### config.mk
export PLATFORM = sky130hd
export DESIGN_NAME = ifu_flat
export DESIGN_NICKNAME = d
export VERILOG_FILES = /design/src/rtl/ifu_if.sv /design/src/rtl/ifu.sv /design/src/flat_wrapper.sv
export SDC_FILE = /design/constraint.sdc
export NUM_CORES = 1
export LEC_CHECK = 0
export CORE_ASPECT_RATIO = 0.9
export CORE_UTILIZATION = 40
export CTS_CLUSTER_DIAMETER = 100
export DETAILED_ROUTE_END_ITERATION = 7
export PLACE_DENSITY = 0.69
export SYNTH_ARGS = -nofsm -noshare
export SYNTH_HDL_FRONTEND = slang
export SYNTH_SLANG_ARGS = --single-unit
### constraint.sdc
create_clock -name clk -period 5.8 [get_ports clk]
set_input_delay 1.16 -clock clk [delete_from_list [all_inputs] [get_ports clk]]
set_output_delay 1.16 -clock clk [all_outputs]
set_load 0.05 [all_outputs]
### src/rtl/ifu_if.sv
// Fetch-side bus bundle: instruction memory read channel, decode output
// channel and the execute-stage redirect request.
interface ifu_if;
    logic [31:0] araddr;
    logic        arvalid;
    logic        arready;
    logic [31:0] rdata;
    logic [1:0]  rresp;
    logic        rvalid;
    logic        rready;
    logic [31:0] inst;
    logic [31:0] inst_pc;
    logic        inst_fault;
    logic        out_valid;
    logic        out_ready;
    logic        redirect_valid;
    logic [31:0] redirect_pc;

    // IFU side
    modport master (
        output araddr, arvalid, rready,
        output inst, inst_pc, inst_fault, out_valid,
        input  arready, rdata, rresp, rvalid,
        input  out_ready, redirect_valid, redirect_pc
    );

    // Memory / decode / execute side
    modport slave (
        input  araddr, arvalid, rready,
        input  inst, inst_pc, inst_fault, out_valid,
        output arready, rdata, rresp, rvalid,
        output out_ready, redirect_valid, redirect_pc
    );
endinterface

### src/rtl/ifu.sv
// Instruction fetch unit: one outstanding read at a time, holds the fetched
// word until decode accepts it, and follows execute-stage redirects.
module ifu #(
    parameter logic [31:0] RESET_PC = 32'h80000000
) (
    input  logic   clk,
    input  logic   reset,
    ifu_if.master  bus
);

    typedef enum logic [1:0] {IDLE, AR, R, OUT} state_e;

    state_e      state_q, state_d;
    logic [31:0] pc_q, pc_d;
    logic [31:0] pending_pc_q, pending_pc_d;
    logic        discard_q, discard_d;
    logic [31:0] inst_q, inst_d;
    logic [31:0] inst_pc_q, inst_pc_d;
    logic        inst_fault_q, inst_fault_d;
    logic [31:0] redirect_tgt;

    assign redirect_tgt = bus.redirect_pc & ~32'h3;

    // State and datapath registers, synchronous active-high reset
    always_ff @(posedge clk) begin
        if (reset) begin
            state_q      <= IDLE;
            pc_q         <= RESET_PC;
            pending_pc_q <= '0;
            discard_q    <= 1'b0;
            inst_q       <= '0;
            inst_pc_q    <= '0;
            inst_fault_q <= 1'b0;
        end else begin
            state_q      <= state_d;
            pc_q         <= pc_d;
            pending_pc_q <= pending_pc_d;
            discard_q    <= discard_d;
            inst_q       <= inst_d;
            inst_pc_q    <= inst_pc_d;
            inst_fault_q <= inst_fault_d;
        end
    end

    // Next-state logic: issue, wait for response, present, follow redirects
    always_comb begin
        state_d      = state_q;
        pc_d         = pc_q;
        pending_pc_d = pending_pc_q;
        discard_d    = discard_q;
        inst_d       = inst_q;
        inst_pc_d    = inst_pc_q;
        inst_fault_d = inst_fault_q;
        case (state_q)
            IDLE: state_d = AR;
            AR: begin
                // The issued request cannot be withdrawn; remember the
                // redirect and drop the response once it returns.
                if (bus.redirect_valid) begin
                    pending_pc_d = redirect_tgt;
                    discard_d    = 1'b1;
                end
                if (bus.arready) state_d = R;
            end
            R: begin
                if (bus.redirect_valid) begin
                    pending_pc_d = redirect_tgt;
                    discard_d    = 1'b1;
                end
                if (bus.rvalid) begin
                    if (discard_q || bus.redirect_valid) begin
                        // A redirect arriving together with the response wins
                        discard_d = 1'b0;
                        pc_d      = bus.redirect_valid ? redirect_tgt : pending_pc_q;
                        state_d   = AR;
                    end else begin
                        inst_fault_d = (bus.rresp != 2'b00);
                        inst_d       = (bus.rresp != 2'b00) ? '0 : bus.rdata;
                        inst_pc_d    = pc_q;
                        state_d      = OUT;
                    end
                end
            end
            OUT: begin
                if (bus.redirect_valid) begin
                    pc_d    = redirect_tgt;
                    state_d = AR;
                end else if (bus.out_ready) begin
                    pc_d    = pc_q + 32'd4;
                    state_d = AR;
                end
            end
            default: state_d = IDLE;
        endcase
    end

    assign bus.araddr     = pc_q;
    assign bus.arvalid    = (state_q == AR);
    assign bus.rready     = (state_q == R);
    assign bus.out_valid  = (state_q == OUT);
    assign bus.inst       = inst_q;
    assign bus.inst_pc    = inst_pc_q;
    assign bus.inst_fault = inst_fault_q;

endmodule

### src/flat_wrapper.sv
// flat-port wrapper written by rule: the top's interface ports become plain ports
module ifu_flat 
#(
    parameter logic [31:0] RESET_PC = 32'h80000000
)
  (clk, reset, bus_araddr, bus_arvalid, bus_rready, bus_inst, bus_inst_pc, bus_inst_fault, bus_out_valid, bus_arready, bus_rdata, bus_rresp, bus_rvalid, bus_out_ready, bus_redirect_valid, bus_redirect_pc);
  ifu_if bus_i ();
  input  logic clk;
  input  logic reset;
  output wire logic [$bits(bus_i.araddr)-1:0] bus_araddr;
  output wire logic [$bits(bus_i.arvalid)-1:0] bus_arvalid;
  output wire logic [$bits(bus_i.rready)-1:0] bus_rready;
  output wire logic [$bits(bus_i.inst)-1:0] bus_inst;
  output wire logic [$bits(bus_i.inst_pc)-1:0] bus_inst_pc;
  output wire logic [$bits(bus_i.inst_fault)-1:0] bus_inst_fault;
  output wire logic [$bits(bus_i.out_valid)-1:0] bus_out_valid;
  input wire logic [$bits(bus_i.arready)-1:0] bus_arready;
  input wire logic [$bits(bus_i.rdata)-1:0] bus_rdata;
  input wire logic [$bits(bus_i.rresp)-1:0] bus_rresp;
  input wire logic [$bits(bus_i.rvalid)-1:0] bus_rvalid;
  input wire logic [$bits(bus_i.out_ready)-1:0] bus_out_ready;
  input wire logic [$bits(bus_i.redirect_valid)-1:0] bus_redirect_valid;
  input wire logic [$bits(bus_i.redirect_pc)-1:0] bus_redirect_pc;
  assign bus_araddr = bus_i.araddr;
  assign bus_arvalid = bus_i.arvalid;
  assign bus_rready = bus_i.rready;
  assign bus_inst = bus_i.inst;
  assign bus_inst_pc = bus_i.inst_pc;
  assign bus_inst_fault = bus_i.inst_fault;
  assign bus_out_valid = bus_i.out_valid;
  assign bus_i.arready = bus_arready;
  assign bus_i.rdata = bus_rdata;
  assign bus_i.rresp = bus_rresp;
  assign bus_i.rvalid = bus_rvalid;
  assign bus_i.out_ready = bus_out_ready;
  assign bus_i.redirect_valid = bus_redirect_valid;
  assign bus_i.redirect_pc = bus_redirect_pc;
  ifu #(.RESET_PC(RESET_PC)) u_core (.clk(clk), .reset(reset), .bus(bus_i));
endmodule
* Word-level counts from Yosys, hierarchy flattened
Index checks and enable logic that the tools add are counted.
** Word-level totals
- Bits in registers :: 132
- Input port bits :: 72
- Output and inout bits :: 100
- Word-level logic and storage cells :: 42
** Operators by class
- Add/sub/neg operators :: 1
- Equal/unequal tests :: 7
- Multiplexer cells :: 17
- Bitwise gates (word level) :: 1
- Reduce and logical (&&, ||, !) cells :: 9
** Operators with widths (number)
- $mux W32 :: 6
- $pmux W32 S2 :: 1
- $add A32 B3 Y32 const B :: 1
- $mux W2 :: 5
- $pmux W2 S4 :: 1
- $ne A2 B1 Y1 const B :: 3
- $reduce_and A3 Y1 :: 2
- $reduce_bool A2 Y1 :: 3
- $eq A2 B2 Y1 const B :: 2
- $reduce_and A4 Y1 :: 1
- $mux W1 :: 3
- $ne A3 B1 Y1 const B :: 1
- $eq A2 B1 Y1 const B :: 1
- $logic_not A2 Y1 :: 1
- $pmux W1 S2 :: 1
- $reduce_or A2 Y1 :: 1
- $logic_or A1 B1 Y1 :: 1
- $not A1 Y1 :: 1

* Logic depth before layout (Yosys ltp)
Gate-level depths: netlist (run 1).
- Depth after elaboration :: 4
- Depth in mapped cells :: 8
- Gate-level depth less buffers :: 7

* Least setup slack after synthesis (run 1)
No wires, ideal clock.
- Path type :: input -> register
- Start point :: input bus_redirect_valid
- End point :: register u_core.pc_q[14], in the netlist u_core.bus.araddr[14]
- Arrival :: 2.253 ns
- Required time :: 5.671 ns
- Slack :: 3.418 ns
- Cell stages on the path :: 6
- Cells stage by stage :: buf_2 > clkbuf_1 > clkbuf_1 > nor3b_1 > a211oi_1 > o32ai_1
** Between the ends
- Cells in the longest elaborated chain, start to end :: 4
** RTL lines
- start, declared :: line flat_wrapper.sv:22 : input wire logic [$bits(bus_i.redirect_valid)-1:0] bus_redirect_valid;
- $mux W32 :: line ifu.sv:74 : pc_d = bus.redirect_valid ? redirect_tgt : pending_pc_q;
- $mux W32 :: line ifu.sv:71 : if (discard_q || bus.redirect_valid) begin
- $mux W32 :: line ifu.sv:70 : if (bus.rvalid) begin
- $pmux W32 S2 :: line ifu.sv:54 : case (state_q)
- end signal, assigned :: line ifu.sv:36 : pc_q <= pc_d;
- end, declared :: line ifu.sv:14 : logic [31:0] pc_q, pc_d;
Parallel ways exist; a longest one is shown, timed or not. The select of a mux whose other input is x is not followed.
A chain may end at the register's enable or synchronous reset.

* Worst setup path in the final report (run 1)
- Start point :: register u_core.state_q[0]
- End point :: output bus_out_valid
** Between the ends
- Cells in the longest elaborated chain, start to end :: 1
** RTL lines
- start, declared :: line ifu.sv:13 : state_e state_q, state_d;
- start signal, assigned :: line ifu.sv:35 : state_q <= state_d;
- $eq A2 B2 Y1 :: line ifu.sv:100 : assign bus.out_valid = (state_q == OUT);
- end, declared :: line flat_wrapper.sv:16 : output wire logic [$bits(bus_i.out_valid)-1:0] bus_out_valid;
No other way between the ends.

==> results of run 1 <==
==> per-layer routing <==
| layer | up-vias | global-route usage [%] | share of wire (%) |
|---|---|---|---|
| li1 | 2939 | - | - |
| met3 | 16 | 6.05 | 6.6 |
| met2 | 182 | 34.5 | 45 |
| met1 | 2725 | 32.5 | 47 |
| met4 | 0 | 7.60 | 1.4 |
| met5 | - | 0 | 0 |
==> area by class of cell <==
cell class              count  area (um2)
clock buffers              22         464
inverters                  15        56.3
well taps                 193         241
fillers                  1358        5890
repair buffers            181        1770
multi-input cells         550        2960
clock inverters            10         130
flip-flops and latches    132        2640
==> tightest hold or removal path, cell delays in order, from the launching register on <==
cell and delay [ns]:
dfxtp_1 0.30, nand2_1 0.05, a21oi_1 0.05
==> per-stage QoR <==
stage,util (%),hold WS (ns),setup WS (ns)
floorplan,-,0.432,3.42
global placement,54.2,0.438,2.16
detailed placement,54.2,0.442,2.14
CTS,58.4,0.450,2.38
global route,58.4,0.464,2.31
finish,58.4,0.450,2.41
==> state kept, by name, summed over array words and instances, names as in the netlist <==
register / flops
u_core.bus.inst_pc: 32
u_core.pending_pc_q: 32
u_core.state_q: 2
u_core.bus.inst_fault: 1
u_core.discard_q: 1
u_core.bus.inst: 32
u_core.bus.araddr: 32
==> final timing paths <==
path	slack [ns]	startpoint	to
worst min-delay path	0.45	u_core.pending_pc_q[22]$_SDFFE_PP0P_	u_core.pending_pc_q[22]$_SDFFE_PP0P_
worst max register to register	2.97	u_core.state_q[0]$_SDFFE_PP0P_	u_core.bus.araddr[10]$_SDFFE_PP0P_
worst max-delay path	2.41	u_core.state_q[0]$_SDFFE_PP0P_	bus_out_valid
worst min register to register	0.45	u_core.pending_pc_q[22]$_SDFFE_PP0P_	u_core.pending_pc_q[22]$_SDFFE_PP0P_
==> power by group through the flow <==
| stage | logic (W) | registers, W | clock network, W |
|---|---|---|---|
| 2_1_floorplan | 0.000120 | 0.000998 | 0 |
| 3_3_place_gp | 0.000250 | 0.000974 | 0 |
| 3_5_place_dp | 0.000252 | 0.000974 | 0 |
| 4_1_cts | 0.000253 | 0.000955 | 0.00110 |
| 5_1_grt | 0.000272 | 0.000959 | 0.00114 |
| 6_report | 0.000252 | 0.000956 | 0.00108 |
==> logic make-up (layout without fill, tap and decap cells) <==
kind of cell    count (synthesis)  count (layout)  synth area share (%)
flops                         132             132                  45.0
mux                             5               5                 0.852
buf+inv                        73             228                  4.85
fa+ha+maj                       4               4                 0.852
simple gates                  316             316                  25.1
compound gates                225             225                  23.4
==> placed cells by master, fill, tap and decap left out, types with 4 or more instances in the layout <==
master	count
a21oi_1	110
and2_1	4
o21ai_0	27
nand2b_1	10
o41ai_1	4
clkinv_2	5
nor2_1	63
inv_1	15
o31ai_1	6
a22oi_1	35
clkbuf_16	17
clkdlybuf4s50_1	167
nand2_1	155
dfxtp_1	132
o32ai_1	5
nor3b_1	21
ha_1	4
a21o_1	5
and3_1	9
buf_4	13
nor3_1	10
nand3_1	14
mux2i_1	5
a211oi_1	10
nand4_1	7
==> flow_metrics.py, run 1 <==
metrics = {
    "critical_path": {
        "max_stage_delay_ns": 0.90,
        "start_kind": "flop",
        "critical_path.slowest_cell": "clkdlybuf4s50_1",
        "rr_worst_depth": 7,
        "cp-end-kind": "primary output",
        "crit_type": "flop to primary output",
        "crit_required_ns": 4.64,
        "cp.arrival_ns": 2.23,
        "crit_chain": "ha_1, buf_4, clkdlybuf4s50_1",
        "critPathTopFamily": "buffers and inverters",
        "path_buf_inv": 2,
        "crit_fanout": 38,
        "cp_num_cells": 3,
    },
    "timing": {
        "slew_viol_final": 0,
        "rsz0062_at_grt": "false",
        "slew_headroom_pct": 24.5,
        "min_period_over_period_pct": 58.4,
        "worstMarginPinSlew_ns": 1.13,
        "hold_violations": 0,
        "min_period_ns": 3.39,
        "finalSetupViolCount": 0,
        "tns_ns": 0,
        "skew_ns": 0.00772,
        "fmaxAchievable_ghz": 0.295,
    },
    "placed_design": {
        "hpwl_mm": 11.6,
        "dpl_cell_area_um2": 7670,
        "dp_cells": 1071,
        "finalWeightedCongestion": 0.831,
        "port_buffers": 169,
    },
    "die": {
        "die_h_um": 117,
        "design.core.area_um2": 14200,
        "die_w_um": 130,
        "rows": 41,
        "dieArea_um2": 15200,
        "start_util_pct": 41.5,
        "num_io_pins": 172,
    },
    "power": {
        "clkPwrFrac_pct": 47.2,
        "power_switching_w": 0.000557,
        "sw_frac_of_total_pct": 24.3,
        "power.leakage_nw": 2.79,
        "internal-power_w": 0.00173,
        "ir_worst_vdd_mv": 0.194,
        "p_comb_share_pct": 11.0,
        "seqPwrFrac_pct": 41.8,
        "power_w": 0.00229,
        "power.density_nw_per_um2": 277,
    },
    "clock_tree": {
        "cts_sinks": 132,
        "cts_setup_buffers": 0,
        "clock_path_buffers": 2,
        "numCtsBuffers": 17,
        "clkTransAtPathRegs_ns": 0.06,
        "cts_root_buf": "clkbuf_16",
        "ctsHoldBuffers": 0,
        "cts.htree.levels": 4,
        "cts_tree": "built",
        "cts.repair.resized": 0,
        "clkLatencyLatePin_ns": 0.41,
    },
    "run": {
        "max-cap-violations": 0,
    },
    "synthesis": {
        "synth-async-reset-ratio_pct": 0,
        "ys.flop_type": "dfxtp_1",
        "synth_enable_flop_cells": 0,
        "syn_avg_cell_area_um2": 7.78,
        "synth-seq-cells": 132,
        "synth_warnings": 0,
        "seq_area_frac_synth_pct": 45.0,
        "yosys-top-cells-area": "dfxtp_1 45%, nand2_1 10%, a21oi_1 9.4%",
        "ys_top_cells_by_count": "156 x nand2_1, 132 x dfxtp_1, 110 x a21oi_1",
        "post-synth-top-count-cell": "nand2_1",
        "yosysTopAreaCell": "dfxtp_1",
        "synth_area_um2": 5880,
        "yosysTopAreaCellShare_pct": 45.0,
        "synthCells": 755,
        "yosys.cell_types.count": 52,
        "syn_nets": 831,
    },
    "routing": {
        "drt_iter0_drc": 520,
        "vias": 5862,
        "drc_errors": 0,
        "via_per_inst": 5.31,
        "drtAntennaViolNets": 0,
        "wl_per_cell_um": 15.9,
        "firstDrtPassIters": 5,
        "wl_mm": 17.5,
    },
    "layout": {
        "fin_nets": 973,
        "areaGrowthSynthToFinish_pct": 40.7,
        "drive_above_1_share_pct": 6.04,
        "finalNonFillerCells": 1103,
        "antenna_cells": 0,
        "stdcell_area_um2": 8270,
    },
    "global_routing": {
        "track_usage_pct": 23.2,
        "grt_max_degree": 77,
        "grt_pass1_vias": 5060,
        "grt-ovfl-total": 0,
        "grt_pass1_wl_mm": 26.9,
        "antenna_found_initial": 0,
    },
    "min_path": {
        "hold_path.class": "flop to flop",
        "holdPathStages": 2,
    },
    "outcome": {
        "status": "completed",
    },
}
Power figures use the tool's default switching activity.
==> run 2, diff against run 1 <==
==> constraint.sdc (replaced) <==
create_clock -name clk -period 3.2 [get_ports clk]
set_input_delay 0.64 -clock clk [delete_from_list [all_inputs] [get_ports clk]]
set_output_delay 0.64 -clock clk [all_outputs]
set_load 0.05 [all_outputs]
==> flow_metrics.py, run 2 (same netlist as run 1, synthesis figures left out) <==
metrics = {
    "outcome": {
        "status": "completed",
    },
    "placed_design": {
        "port_buffers": 169,
        "hpwl_mm": 12.1,
        "finalWeightedCongestion": 0.909,
    },
    "critical_path": {
        "cp.arrival_ns": 1.95,
        "max_stage_delay_ns": 0.86,
        "cp-end-kind": "primary output",
        "crit_type": "flop to primary output",
        "critPathTopFamily": "buffers and inverters",
        "crit_fanout": 7,
        "path_buf_inv": 1,
        "crit_chain": "ha_1, clkdlybuf4s50_1",
        "start_kind": "flop",
        "crit_required_ns": 2.56,
        "critical_path.slowest_cell": "clkdlybuf4s50_1",
    },
    "routing": {
        "via_per_inst": 5.35,
        "drtAntennaViolNets": 0,
        "vias": 5927,
        "drt_iter0_drc": 445,
        "firstDrtPassIters": 5,
        "wl_per_cell_um": 16.0,
        "drc_errors": 0,
        "wl_mm": 17.7,
    },
    "timing": {
        "hold_violations": 0,
        "tns_ns": 0,
        "slew_headroom_pct": 52.0,
        "worstMarginPinSlew_ns": 0.713,
        "hold-worst-slack_ns": 0.449,
        "min_period_ns": 2.59,
        "skew_ns": 0.00662,
        "fmaxAchievable_ghz": 0.386,
        "rsz0062_at_grt": "false",
        "slew_viol_final": 0,
        "min_period_over_period_pct": 81.0,
        "finalSetupViolCount": 0,
    },
    "global_routing": {
        "grt_pass1_vias": 5241,
        "grt-ovfl-total": 0,
        "grt_pass1_wl_mm": 27.3,
        "grt_max_degree": 74,
        "track_usage_pct": 23.4,
        "antenna_found_initial": 0,
    },
    "layout": {
        "multiInputGateArea_um2": 2960,
        "antenna_cells": 0,
        "drive_above_1_share_pct": 6.67,
        "nFillCells": 1371,
        "areaGrowthSynthToFinish_pct": 41.2,
        "final_cell_mix": "166 x clkdlybuf4s50_1, 155 x nand2_1, 132 x dfxtp_1",
        "final_common_cell": "clkdlybuf4s50_1",
        "fin_nets": 980,
        "regArea_um2": 2640,
    },
    "clock_tree": {
        "clkLatencyLatePin_ns": 0.41,
        "cts.repair.resized": 0,
        "cts_setup_buffers": 0,
        "cts_tree": "built",
        "cts.htree.levels": 4,
        "numCtsBuffers": 17,
        "clock_path_buffers": 2,
        "cts_root_buf": "clkbuf_16",
        "clkTransAtPathRegs_ns": 0.06,
        "cts_sinks": 132,
        "ctsHoldBuffers": 0,
    },
    "die": {
        "design.core.area_um2": 14200,
        "die_h_um": 117,
        "rows": 41,
        "die_w_um": 130,
        "dieArea_um2": 15200,
        "num_io_pins": 172,
        "start_util_pct": 41.5,
    },
    "power": {
        "power.density_nw_per_um2": 484,
        "power.leakage_nw": 2.82,
        "ir_worst_vdd_mv": 0.351,
    },
    "run": {
        "max-cap-violations": 0,
    },
    "min_path": {
        "hold_path.class": "flop to flop",
    },
}
run 2: worst paths after layout:
path | depth (start not counted) | endpoint | slack (ns) | start
worst max-delay path | 2 | bus_rready | 0.61 | u_core.state_q[1]$_SDFFE_PP0P_
worst min register to register | 2 | u_core.pending_pc_q[23]$_SDFFE_PP0P_ | 0.45 | u_core.pending_pc_q[23]$_SDFFE_PP0P_
worst min-delay path | 2 | u_core.pending_pc_q[23]$_SDFFE_PP0P_ | 0.45 | u_core.pending_pc_q[23]$_SDFFE_PP0P_
worst max register to register | 6 | u_core.bus.araddr[24]$_SDFFE_PP0P_ | 0.82 | u_core.bus.araddr[2]$_SDFFE_PP0P_
run 2: power breakdown:
part	total (W)	switching, W	internal (W)
Combinational	0.000469	0.000273	0.000196
Sequential	0.00173	0.0000436	0.00169
Clock	0.00181	0.000688	0.00112
run 2: through the flow:
step | std cells | power (W) | instance area [um2] | setup slack (ns) | utilization [%]
floorplan | 755 | 0.00203 | 5880 | 0.916 | -
global placement | 1078 | 0.00223 | 7750 | 0.642 | 54.7
detailed placement | 1078 | 0.00223 | 7750 | 0.641 | 54.7
CTS | 1108 | 0.00404 | 8300 | 0.602 | 58.6
global route | 1108 | 0.00415 | 8300 | 0.521 | 58.6
finish | 1108 | 0.00401 | 8300 | 0.609 | 58.6
run 2: layout make-up:
type | instances | share of cell area, %
multi-input cells | 550 | 35.6
flip-flops and latches | 132 | 31.8
repair buffers | 188 | 22.3
clock buffers | 27 | 6.42
well taps | 193 | 2.91
inverters | 15 | 0.679
clock inverters | 3 | 0.211
run 2: worst min-delay path: cells and delay by family, from the launching register on:
| kind | cells | cell delay (ns) |
|---|---|---|
| AO/OA/AOI/OAI | 1 | 0.05 |
| AND/OR/NAND/NOR | 1 | 0.05 |
| flip-flops | 1 | 0.30 |
run 2: metal layers:
layer	vias up	part of all wire [%]	track usage (%)
met3	23	7.8	5.95
met5	-	0	0
met2	222	45	35.2
met1	2734	45	31.9
li1	2948	-	-
met4	0	1.9	9.69
